--- src/rtl/serial_neg_pkg.sv ---
// State encodings shared by the serial two's-complement datapath.
package serial_neg_pkg;

    typedef enum logic [1:0] {
        IDLE = 2'b00,
        COPY = 2'b01,
        INV  = 2'b10,
        DONE = 2'b11
    } state_t;

endpackage

--- src/rtl/serial_bit_counter.sv ---
// Bit-position counter for one serial word; saturates on the last index.
module serial_bit_counter #(
    parameter int unsigned WIDTH = 8
) (
    input  logic                       clk,
    input  logic                       clear,
    input  logic                       inc,
    output logic [$clog2(WIDTH)-1:0]   count,
    output logic                       last
);

    localparam int unsigned CW = $clog2(WIDTH);

    assign last = (count == CW'(WIDTH - 1));

    // Holding at the last index keeps the counter from wrapping before the next clear.
    always_ff @(posedge clk) begin
        if (clear) begin
            count <= '0;
        end else if (inc && !last) begin
            count <= count + CW'(1);
        end
    end

endmodule

--- src/rtl/serial_twos_complement_word.sv ---
// Serial LSB-first two's-complement negator / pass-through with word assembly.
module serial_twos_complement_word
    import serial_neg_pkg::*;
#(
    parameter int unsigned WIDTH       = 8,
    parameter bit          NEG_DEFAULT = 1'b1
) (
    input  logic             clk,
    input  logic             reset,
    input  logic             start,
    input  logic             mode,
    input  logic             a,
    input  logic             a_valid,
    output logic             out,
    output logic             out_valid,
    output logic [WIDTH-1:0] word_out,
    output logic             done,
    output logic             ovf,
    output logic             busy,
    output logic [1:0]       state
);

    localparam int unsigned CW = $clog2(WIDTH);

    state_t          state_q;
    logic            mode_q;
    logic [CW-1:0]   bit_idx;
    logic            last;
    logic            in_word;
    logic            accept;
    logic            res_bit;

    assign state   = state_q;
    assign in_word = (state_q == COPY) || (state_q == INV);
    assign accept  = !reset && !start && a_valid && in_word;
    // After the first 1 has passed, negation is a plain bit inversion.
    assign res_bit = (state_q == INV && mode_q) ? ~a : a;

    serial_bit_counter #(
        .WIDTH (WIDTH)
    ) u_bit_counter (
        .clk   (clk),
        .clear (reset | start),
        .inc   (accept),
        .count (bit_idx),
        .last  (last)
    );

    always_ff @(posedge clk) begin
        if (reset) begin
            state_q   <= IDLE;
            mode_q    <= NEG_DEFAULT;
            out       <= 1'b0;
            out_valid <= 1'b0;
            word_out  <= '0;
            done      <= 1'b0;
            ovf       <= 1'b0;
            busy      <= 1'b0;
        end else if (start) begin
            state_q   <= COPY;
            mode_q    <= mode;
            out_valid <= 1'b0;
            word_out  <= '0;
            done      <= 1'b0;
            ovf       <= 1'b0;
            busy      <= 1'b1;
        end else begin
            out_valid <= 1'b0;
            done      <= 1'b0;
            case (state_q)
                COPY, INV: begin
                    if (a_valid) begin
                        out               <= res_bit;
                        out_valid         <= 1'b1;
                        word_out[bit_idx] <= res_bit;
                        if (last) begin
                            state_q <= DONE;
                            done    <= 1'b1;
                            busy    <= 1'b0;
                            // First 1 landing on the MSB means the most negative value.
                            ovf     <= mode_q && (state_q == COPY) && a;
                        end else if (state_q == COPY && a) begin
                            state_q <= INV;
                        end
                    end
                end
                DONE: begin
                    state_q <= IDLE;
                    busy    <= 1'b0;
                end
                default: begin
                    state_q <= IDLE;
                    busy    <= 1'b0;
                end
            endcase
        end
    end

endmodule

--- config.mk ---
export PLATFORM = sky130hd
export DESIGN_NAME = serial_twos_complement_word
export DESIGN_NICKNAME = d
export VERILOG_FILES = /design/src/rtl/serial_neg_pkg.sv /design/src/rtl/serial_bit_counter.sv /design/src/rtl/serial_twos_complement_word.sv
export SDC_FILE = /design/constraint.sdc
export NUM_CORES = 1
export LEC_CHECK = 0
export ABC_CLOCK_PERIOD_IN_PS = 2200
export BUFFER_PORTS_ARGS = -buffer_cell sky130_fd_sc_hd__buf_2
export CELL_PAD_IN_SITES_DETAIL_PLACEMENT = 2
export CELL_PAD_IN_SITES_GLOBAL_PLACEMENT = 2
export CORE_MARGIN = 2
export CORE_UTILIZATION = 31
export DETAILED_ROUTE_END_ITERATION = 12
export PLACE_DENSITY = 0.81
export REMOVE_ABC_BUFFERS = 1
export SYNTH_ARGS = -nofsm -noshare
export SYNTH_HDL_FRONTEND = slang
export SYNTH_SLANG_ARGS = --single-unit
--- constraint.sdc ---
create_clock -name clk -period 2.2 [get_ports clk]
set_clock_uncertainty 0.2 [all_clocks]
set_input_delay 0.22 -clock clk [delete_from_list [all_inputs] [get_ports clk]]
set_output_delay 0.22 -clock clk [all_outputs]
set_load 0.005 [all_outputs]
======== After elaboration in Yosys (flattened, before gate mapping) ========
Cells that the tools add are included.
storage, ports and cells
  register bits after elaboration ......... 19
  output and inout port bits .............. 15
  input bits .............................. 6
  logic and storage cells ................. 63
operators by class
  eq/ne operators ......................... 6
  bitwise gates (word level) .............. 5
  multiplexer cells ....................... 15
  reduce and logical (&&, ||, !) cells .... 24
  order comparisons ....................... 2
  add/sub/neg operators ................... 1
operators by type and width
  cell                                                                          number
  1-bit 2-to-1 mux                                                              11
  1-bit logical AND                                                             9
  8-bit bitwise mux                                                             1
  2-bit AND reduction                                                           4
  3-bit AND reduction                                                           2
  3-bit by 4-bit less-than comparator with 1-bit output, second input constant  1
  2-bit 2-to-1 mux                                                              2
  4-bit by 3-bit != test with 1-bit output, second input constant               1
  1-bit NOT                                                                     4
  2-bit OR reduction                                                            2
  4-bit OR reduction                                                            1
  3-bit by 1-bit adder with 3-bit output, second input constant                 1
  1-bit demux with 3-bit select                                                 1
  3-bit equality test, second input constant                                    1
  3-bit by 1-bit >= comparator with 1-bit output, second input constant         1
  1-bit logical NOT                                                             3
  3-bit by 2-bit != test with 1-bit output, second input constant               1
  3-bit != test, second input constant                                          1
  3-bit OR reduction                                                            1
  2-bit by 1-bit equality test with 1-bit output, second input constant         1
  2-bit equality test, second input constant                                    1
  2-bit nonzero test                                                            1
  1-bit logical OR                                                              1
  1-bit OR                                                                      1

======== Logic depth before layout (Yosys ltp) ========
Gate-level depths: netlist of run 1.
  word-level depth ........................ 7
  gate-level depth with buffers ........... 7
  gate-level depth less buffers ........... 5

======== Modules after synthesis ========
A second synthesis of run 1 with hierarchy kept.
second synthesis, totals
  cells, all modules ...................... 94
  area, all modules ....................... 929.6 um^2
modules (own cells, without submodules)
  module                       area an instance (um^2)  cells each  seq. area each (um^2)  instances
  serial_twos_complement_word  760.7                    79          320.3                  1
  serial_bit_counter           168.9                    15          60.1                   1

======== Least setup slack after synthesis of run 1 ========
No wires, ideal clock.
  kind .................................... register -> register
  start point ............................. register state_q[0] (netlist: state[0])
  end point ............................... register word_out[7]
  path buffers ............................ 2
  cell stages (with the launch flop) ...... 8
  setup slack ............................. 0.456 ns
  setup time .............................. 0.091 ns
  period minus slack after synthesis ...... 1.744 ns
  required time ........................... 1.909 ns
  data arrival time ....................... 1.453 ns
  path through ............................ dfxtp_1 -> inv_1 -> ha_1 -> buf_6 -> and3b_1 -> buf_4 -> a21oi_1 -> a311oi_1
between the ends
  cells in the longest elaborated chain, start to end .. 4
  elaborated cells between the ends (all ways) .. 7
  those cells by class .................... 2 x eq/ne; 2 x mux; 3 x reduce/logical
RTL lines
  item                           RTL line                                                              RTL
  start, declared                serial_twos_complement_word.sv:25                                     state_t state_q;
  start signal, assigned         serial_twos_complement_word.sv:51                                     state_q <= IDLE;
  start signal, assigned         serial_twos_complement_word.sv:60                                     state_q <= COPY;
  start signal, assigned         serial_twos_complement_word.sv:77                                     state_q <= DONE;
  2-bit equality test            serial_twos_complement_word.sv:37, serial_twos_complement_word.sv:70
  1-bit logical AND              serial_twos_complement_word.sv:37                                     assign res_bit = (state_q == INV && mode_q) ? ~a : a;
  1-bit 2-to-1 mux               serial_twos_complement_word.sv:37
  8-bit bitwise mux              serial_twos_complement_word.sv:75                                     word_out[bit_idx] <= res_bit;
  end signal, assigned by index  serial_twos_complement_word.sv:75
  end, declared                  serial_twos_complement_word.sv:16                                     output logic [WIDTH-1:0] word_out,
Several ways; a longest one is shown, not always the timed one.
A chain may end at the register's enable or synchronous reset.

======== Worst setup path after layout of run 1 ========
  start point ............................. register state_q[0] (netlist: state[0])
  end point ............................... register word_out[4]
Same word-level chain as after synthesis.

==> results_dict.tcl, run 1 <==
set metrics [dict create \
    run_status "finished, final reports clean" \
    first_pass_grt_wire_length_um 3910 \
    final_max_slew_viol_count 0 \
    power.total_w 0.000617 \
    routabilityCongestion 0.711 \
    synth.top_cells.by_area "sky130_fd_sc_hd__dfxtp_1, sky130_fd_sc_hd__a311oi_1, sky130_fd_sc_hd__ha_1" \
    dpl.cell_count 134 \
    avgViaCountPerCell 5.23 \
    min_period_over_period_pct 92.6 \
    post_synthesis_cell_type_with_the_largest_combined_area "sky130_fd_sc_hd__dfxtp_1" \
    synth_area_per_cell_um2 10.2 \
    timing.max_cap.violations 0 \
    xor_xnor_portion_of_the_synthesized_cell_area_pct 1.98 \
    routed-via-count 737 \
    x_dimension_of_the_die_um 57.5 \
    synth_seq_cells 19 \
    drc 0 \
    yosys.area_share.adder_pct 7.06 \
    max-vdd-ir-drop_uv 273 \
    post_synth_instance_area_um2 886 \
    post-route-util_pct 38.2 \
    muxShareOfSynthArea_pct 3.39 \
    worst_ep_required_time_ps 2210 \
    yosys.area.top_type_share_pct 42.9 \
    max_clock_freq_mhz 491 \
    post_drt_wl_per_cell_um 15.4 \
    final_antenna_net_count 0 \
    timing.hold.ws_ps 50.2 \
    mostFrequentLayoutCells "sky130_fd_sc_hd__buf_2, sky130_fd_sc_hd__dfxtp_1, sky130_fd_sc_hd__a21oi_1" \
    worst_skew_late_latency_ps 300 \
    nFillCells 305 \
    start_util_pct 32.4 \
    max_clock_buf_depth 2 \
    grt_start_max_net_pins 15 \
    finish.net_count 122 \
    path_clk_slew_ps 110 \
    power_density_nw_per_um2 591 \
    cts-buffers-inserted 3 \
    die-area_um2 3300 \
    critPathCaptureType "register" \
    timing.critical_path.buf_inv 1 \
    hold_violations 0 \
    placement_rows 19 \
    drive_above_1_share_pct 26.4 \
    grt_overflow 0 \
    synth_cell_type_count 28 \
    cp_max_fo 10 \
    yosysWarnings 0 \
    synth-simple-area-share_pct 20.6 \
    first_global_vias 806 \
    root_buffer "sky130_fd_sc_hd__clkbuf_4" \
    yosysSeqAreaShare_pct 42.9 \
    chipHeight_um 57.5 \
    synth-compound-area-share_pct 17.5 \
    register_area_um2 380 \
    h-tree-depth 1 \
    synth_top_family_by_area "simple AND/OR/NAND/NOR gates" \
    most_common_cell_after_layout_fill_and_taps_aside "sky130_fd_sc_hd__buf_2" \
    cp_top_family "adder cells" \
    antenna-diode-count 0 \
    hold_path_class "in -> reg" \
    multi_input_area_um2 449 \
    relSlewSlack_pct 65.7 \
    place_hpwl_um 1620 \
    finalCriticalPeriod_ps 2040 \
    synthesis.instances 87 \
    totalNegativeSetupSlack_ps 0 \
    timing.critical_path.arrival_ps 2040 \
    start_kind "register" \
    postCtsSetupBuffers 0 \
    detail_route.first_pass.iterations 2 \
    fin_cells 141 \
    design.portCount 21 \
    worstSetupPathType "reg -> reg" \
    initialDrtViolationCount 8 \
    drt_wl_total_um 2170 \
    layout-area-overhead-vs-synth_pct 17.9 \
    grt_antenna_before_repair 0 \
    groute.usage.overall_pct 15.2 \
    port_buffers 20 \
    crit_path_top_delay_cell "sky130_fd_sc_hd__ha_1" \
    power.leakage_nw 0.447 \
    critical_path.cell_chain "inv_1 > ha_1 > nor3b_4 > a21oi_1 > a311oi_1" \
    cts_sinks 19 \
    tightest_slew_ps 515 \
    delay_of_the_slowest_cell_on_the_worst_path_ps 460 \
    tritoncts "done" \
    fp.coreArea_um2 2730 \
    unrepaired_setup_endpoints_after_global_routing "no" \
    report.final.setup_viol 0 \
]
[worst reg2reg max path: cells and delay by family, from the launching register on]
kind | cells | cell delay [ps]
adder cells (fa/ha/maj) | 1 | 460
AND/OR/NAND/NOR | 1 | 390
AO/OA/AOI/OAI | 2 | 400
buffers and inverters | 1 | 70
flip-flops | 1 | 430
[cell usage after synthesis (all sizes together)]
library cell  number
nor3               1
a21oi             10
or2                1
dfxtp             19
and3               1
and3b              1
o221a              1
nand3b             2
nor4               3
xnor2              1
nor2               7
ha                 5
nor3b              4
a21o               1
a311oi             8
and2               2
a211oi             1
a211o              1
xor2               1
mux2i              3
nor2b              4
nand2              2
inv                3
buf                5
[state kept, by name (all words and copies together), names as in the netlist]
name                 cells
u_bit_counter.count      3
state                    2
mode_q                   1
word_out                 8
done                     1
ovf                      1
out                      1
busy                     1
out_valid                1
[per-layer routing]
layer  routed length, µm  GRT usage (%)  up-vias
met4                  51           8.64        0
met3                  45           1.59        5
li1                    -              -      366
met2                1040           24.0       12
met1                1040           20.2      354
met5                   0              0        -
[worst paths after layout]
| path | startpoint | to | slack [ps] | depth (start not counted) |
|---|---|---|---|---|
| worst min register to register | ovf | ovf | 310 | 2 |
| worst max register to register | state[0] | word_out[4] | 160 | 5 |
| worst min-delay path | start | busy | 50 | 3 |
| worst max-delay path | state[0] | word_out[4] | 160 | 5 |
[area by class of cell]
cell class                 instances  share of cell area (%)
clock inverter                     1                   0.479
multi-input combinational         60                    43.0
tap                               31                    3.71
inverter                           3                    1.08
clock buffer                       3                    2.16
sequential                        19                    36.4
timing repair buffer              24                    13.2
[where the power goes]
part,switching [W],internal [W]
sequential,0.00000699,0.000352
clock,0.000112,0.0000679
combinational,0.0000432,0.0000354
total,0.000162,0.000455
[through the flow]
step | setup slack [ps] | area (µm²)
floorplan | 407 | 840
global placement | 235 | 986
detailed placement | 132 | 986
CTS | 93.9 | 1040
global route | 20.4 | 1040
finish | 164 | 1040
[cells by family (layout without fill, tap and decap cells)]
kind of cell | Yosys count | in the layout
simple gates | 28 | 28
compound gates | 22 | 22
flops | 19 | 19
buf+inv | 8 | 31
mux | 3 | 3
xor+xnor | 2 | 2
fa+ha+maj | 5 | 5
[what timing repair did]
| action | CTS | global route |
|---|---|---|
| gates resized for setup | 0 | 1 |
| hold buffers | 3 | 0 |
| endpoints found under the setup margin | 0 | 4 |
| endpoints found under the hold margin | 4 | 0 |
Power figures use the tool's default switching activity.
==> run 2: changes to the inputs <==
--- a/config.mk
+++ b/config.mk
@@ -9,10 +9,11 @@
 export BUFFER_PORTS_ARGS = -buffer_cell sky130_fd_sc_hd__buf_2
 export CELL_PAD_IN_SITES_DETAIL_PLACEMENT = 2
 export CELL_PAD_IN_SITES_GLOBAL_PLACEMENT = 2
+export CORE_ASPECT_RATIO = 1.1
 export CORE_MARGIN = 2
-export CORE_UTILIZATION = 31
+export CORE_UTILIZATION = 30
 export DETAILED_ROUTE_END_ITERATION = 12
-export PLACE_DENSITY = 0.81
+export PLACE_DENSITY = 0.79
 export REMOVE_ABC_BUFFERS = 1
 export SYNTH_ARGS = -nofsm -noshare
 export SYNTH_HDL_FRONTEND = slang
==> results_dict.tcl, run 2 (synthesis gave the netlist of run 1 again) <==
set metrics [dict create \
    run_status "finished, final reports clean" \
    port_buffers 20 \
    first_global_vias 813 \
    root_buffer "sky130_fd_sc_hd__clkbuf_4" \
    max-vdd-ir-drop_uv 255 \
    relSlewSlack_pct 65.8 \
    switchingPower_w 0.000166 \
    drc 0 \
    place_hpwl_um 1670 \
    grt_overflow 0 \
    largest_register_ffs 8 \
    cts_sinks 19 \
    multi_input_area_um2 449 \
    regMostFlops "word_out" \
    finish.net_count 125 \
    post_drt_wl_per_cell_um 16.2 \
    design.portCount 21 \
    timing.max_cap.violations 0 \
    hold_violations 0 \
    hold_path_class "in -> reg" \
    power.leakage_nw 0.463 \
    combinationalPowerShare_pct 13.9 \
    worst_ep_required_time_ps 2220 \
    routabilityCongestion 0.700 \
    groute.usage.overall_pct 15.3 \
    seqPwrFrac_pct 57.2 \
    h-tree-depth 1 \
    detail_route.first_pass.iterations 3 \
    post-place-ws_ps 139 \
    post-route-util_pct 38.5 \
    fp.coreArea_um2 2780 \
    grt_start_max_net_pins 15 \
    cp_max_fo 10 \
    drive_above_1_share_pct 28.3 \
    power_density_nw_per_um2 585 \
    clkPwrFrac_pct 28.8 \
    initialDrtViolationCount 2 \
    die-area_um2 3400 \
    dpl.cell_count 136 \
    routed-via-count 747 \
    antenna-diode-count 0 \
    worstSetupPathType "reg -> reg" \
    chipHeight_um 61.0 \
    placement_rows 20 \
    tritoncts "done" \
    timing.critical_path.arrival_ps 2040 \
    grt_antenna_before_repair 0 \
    layout-area-overhead-vs-synth_pct 20.8 \
    max_clock_freq_mhz 493 \
    x_dimension_of_the_die_um 55.8 \
    final_max_slew_viol_count 0 \
    path_clk_slew_ps 120 \
    tightest_slew_ps 512 \
    fin_cells 146 \
    max_clock_buf_depth 2 \
    report.final.setup_viol 0 \
    most_common_cell_after_layout_fill_and_taps_aside "sky130_fd_sc_hd__buf_2" \
    power.total_w 0.000626 \
    nFillCells 317 \
    switching_share_pct 26.5 \
    avgViaCountPerCell 5.12 \
    min_period_over_period_pct 92.2 \
    critPathCaptureType "register" \
    finalWorstSetupSlack_ps 173 \
    cts-buffers-inserted 3 \
    finalCriticalPeriod_ps 2030 \
    worst_skew_late_latency_ps 300 \
    start_util_pct 31.9 \
    mostFrequentLayoutCells "sky130_fd_sc_hd__buf_2, sky130_fd_sc_hd__dfxtp_1, sky130_fd_sc_hd__a21oi_1" \
    internal_power_w 0.000460 \
    first_pass_grt_wire_length_um 3970 \
    drt_wl_total_um 2360 \
    start_kind "register" \
    final_antenna_net_count 0 \
    register_area_um2 380 \
]
-- run 2: changes by cell type in the layout (fill, tap and decap cells not counted), sizes merged --
| cell | delta |
|---|---|
| buf | +3 |
-- run 2: worst paths after layout --
check                           cells past startpoint           to  slack, ps     start
worst min register to register                      2          ovf        310       ovf
worst max register to register                      5  word_out[2]        170  state[0]
worst min-delay path                                3         busy         60     start
worst max-delay path                                5  word_out[2]        170  state[0]
-- run 2: power by group through the flow --
stage,logic (W),clock network (W),registers [W]
2_1_floorplan,0.0000455,0,0.000366
3_3_place_gp,0.0000713,0,0.000365
3_5_place_dp,0.0000746,0,0.000366
4_1_cts,0.0000804,0.000188,0.000359
5_1_grt,0.0000964,0.000203,0.000361
6_report,0.0000872,0.000180,0.000358
-- run 2: cell type report --
| cell class | instances | area share [%] |
|---|---|---|
| Multi-Input combinational cell | 60 | 42.0 |
| Sequential cell | 19 | 35.6 |
| Timing Repair Buffer | 27 | 15.0 |
| Tap cell | 33 | 3.86 |
| Clock buffer | 3 | 2.11 |
| Inverter | 3 | 1.05 |
| Clock inverter | 1 | 0.468 |
-- run 2: worst max-delay path, cell delays in order, from the launching register on --
cell and delay, ps:
sky130_fd_sc_hd__dfxtp_1 420, sky130_fd_sc_hd__inv_1 70, sky130_fd_sc_hd__ha_1 450, sky130_fd_sc_hd__nor3b_4 420, sky130_fd_sc_hd__a21oi_1 130, sky130_fd_sc_hd__a311oi_1 260
-- run 2: stage by stage --
step	TNS, ps	hold slack, ps	instance area [µm²]
finish	0	62.7	1070
floorplan	0	89.1	840
global route	-14.2	90.2	1070
CTS	0	50.9	1050
global placement	0	222	988
detailed placement	0	248	988
-- run 2: timing repair --
item / in CTS / in global routing
gates resized for setup: 0 / 1
buffers inserted: 0 / 3
hold buffers: 3 / 0
endpoints found under the hold margin: 4 / 0
setup endpoints to repair: 0 / 5
-- run 2: metal layers --
layer  vias to the layer above  global-route usage (%)  wire (µm)
li1                        369                       -          -
met1                       368                    18.9       1070
met2                         8                    27.7       1210
met3                         2                    1.92         60
met4                         0                    6.12         15
met5                         -                       0          0
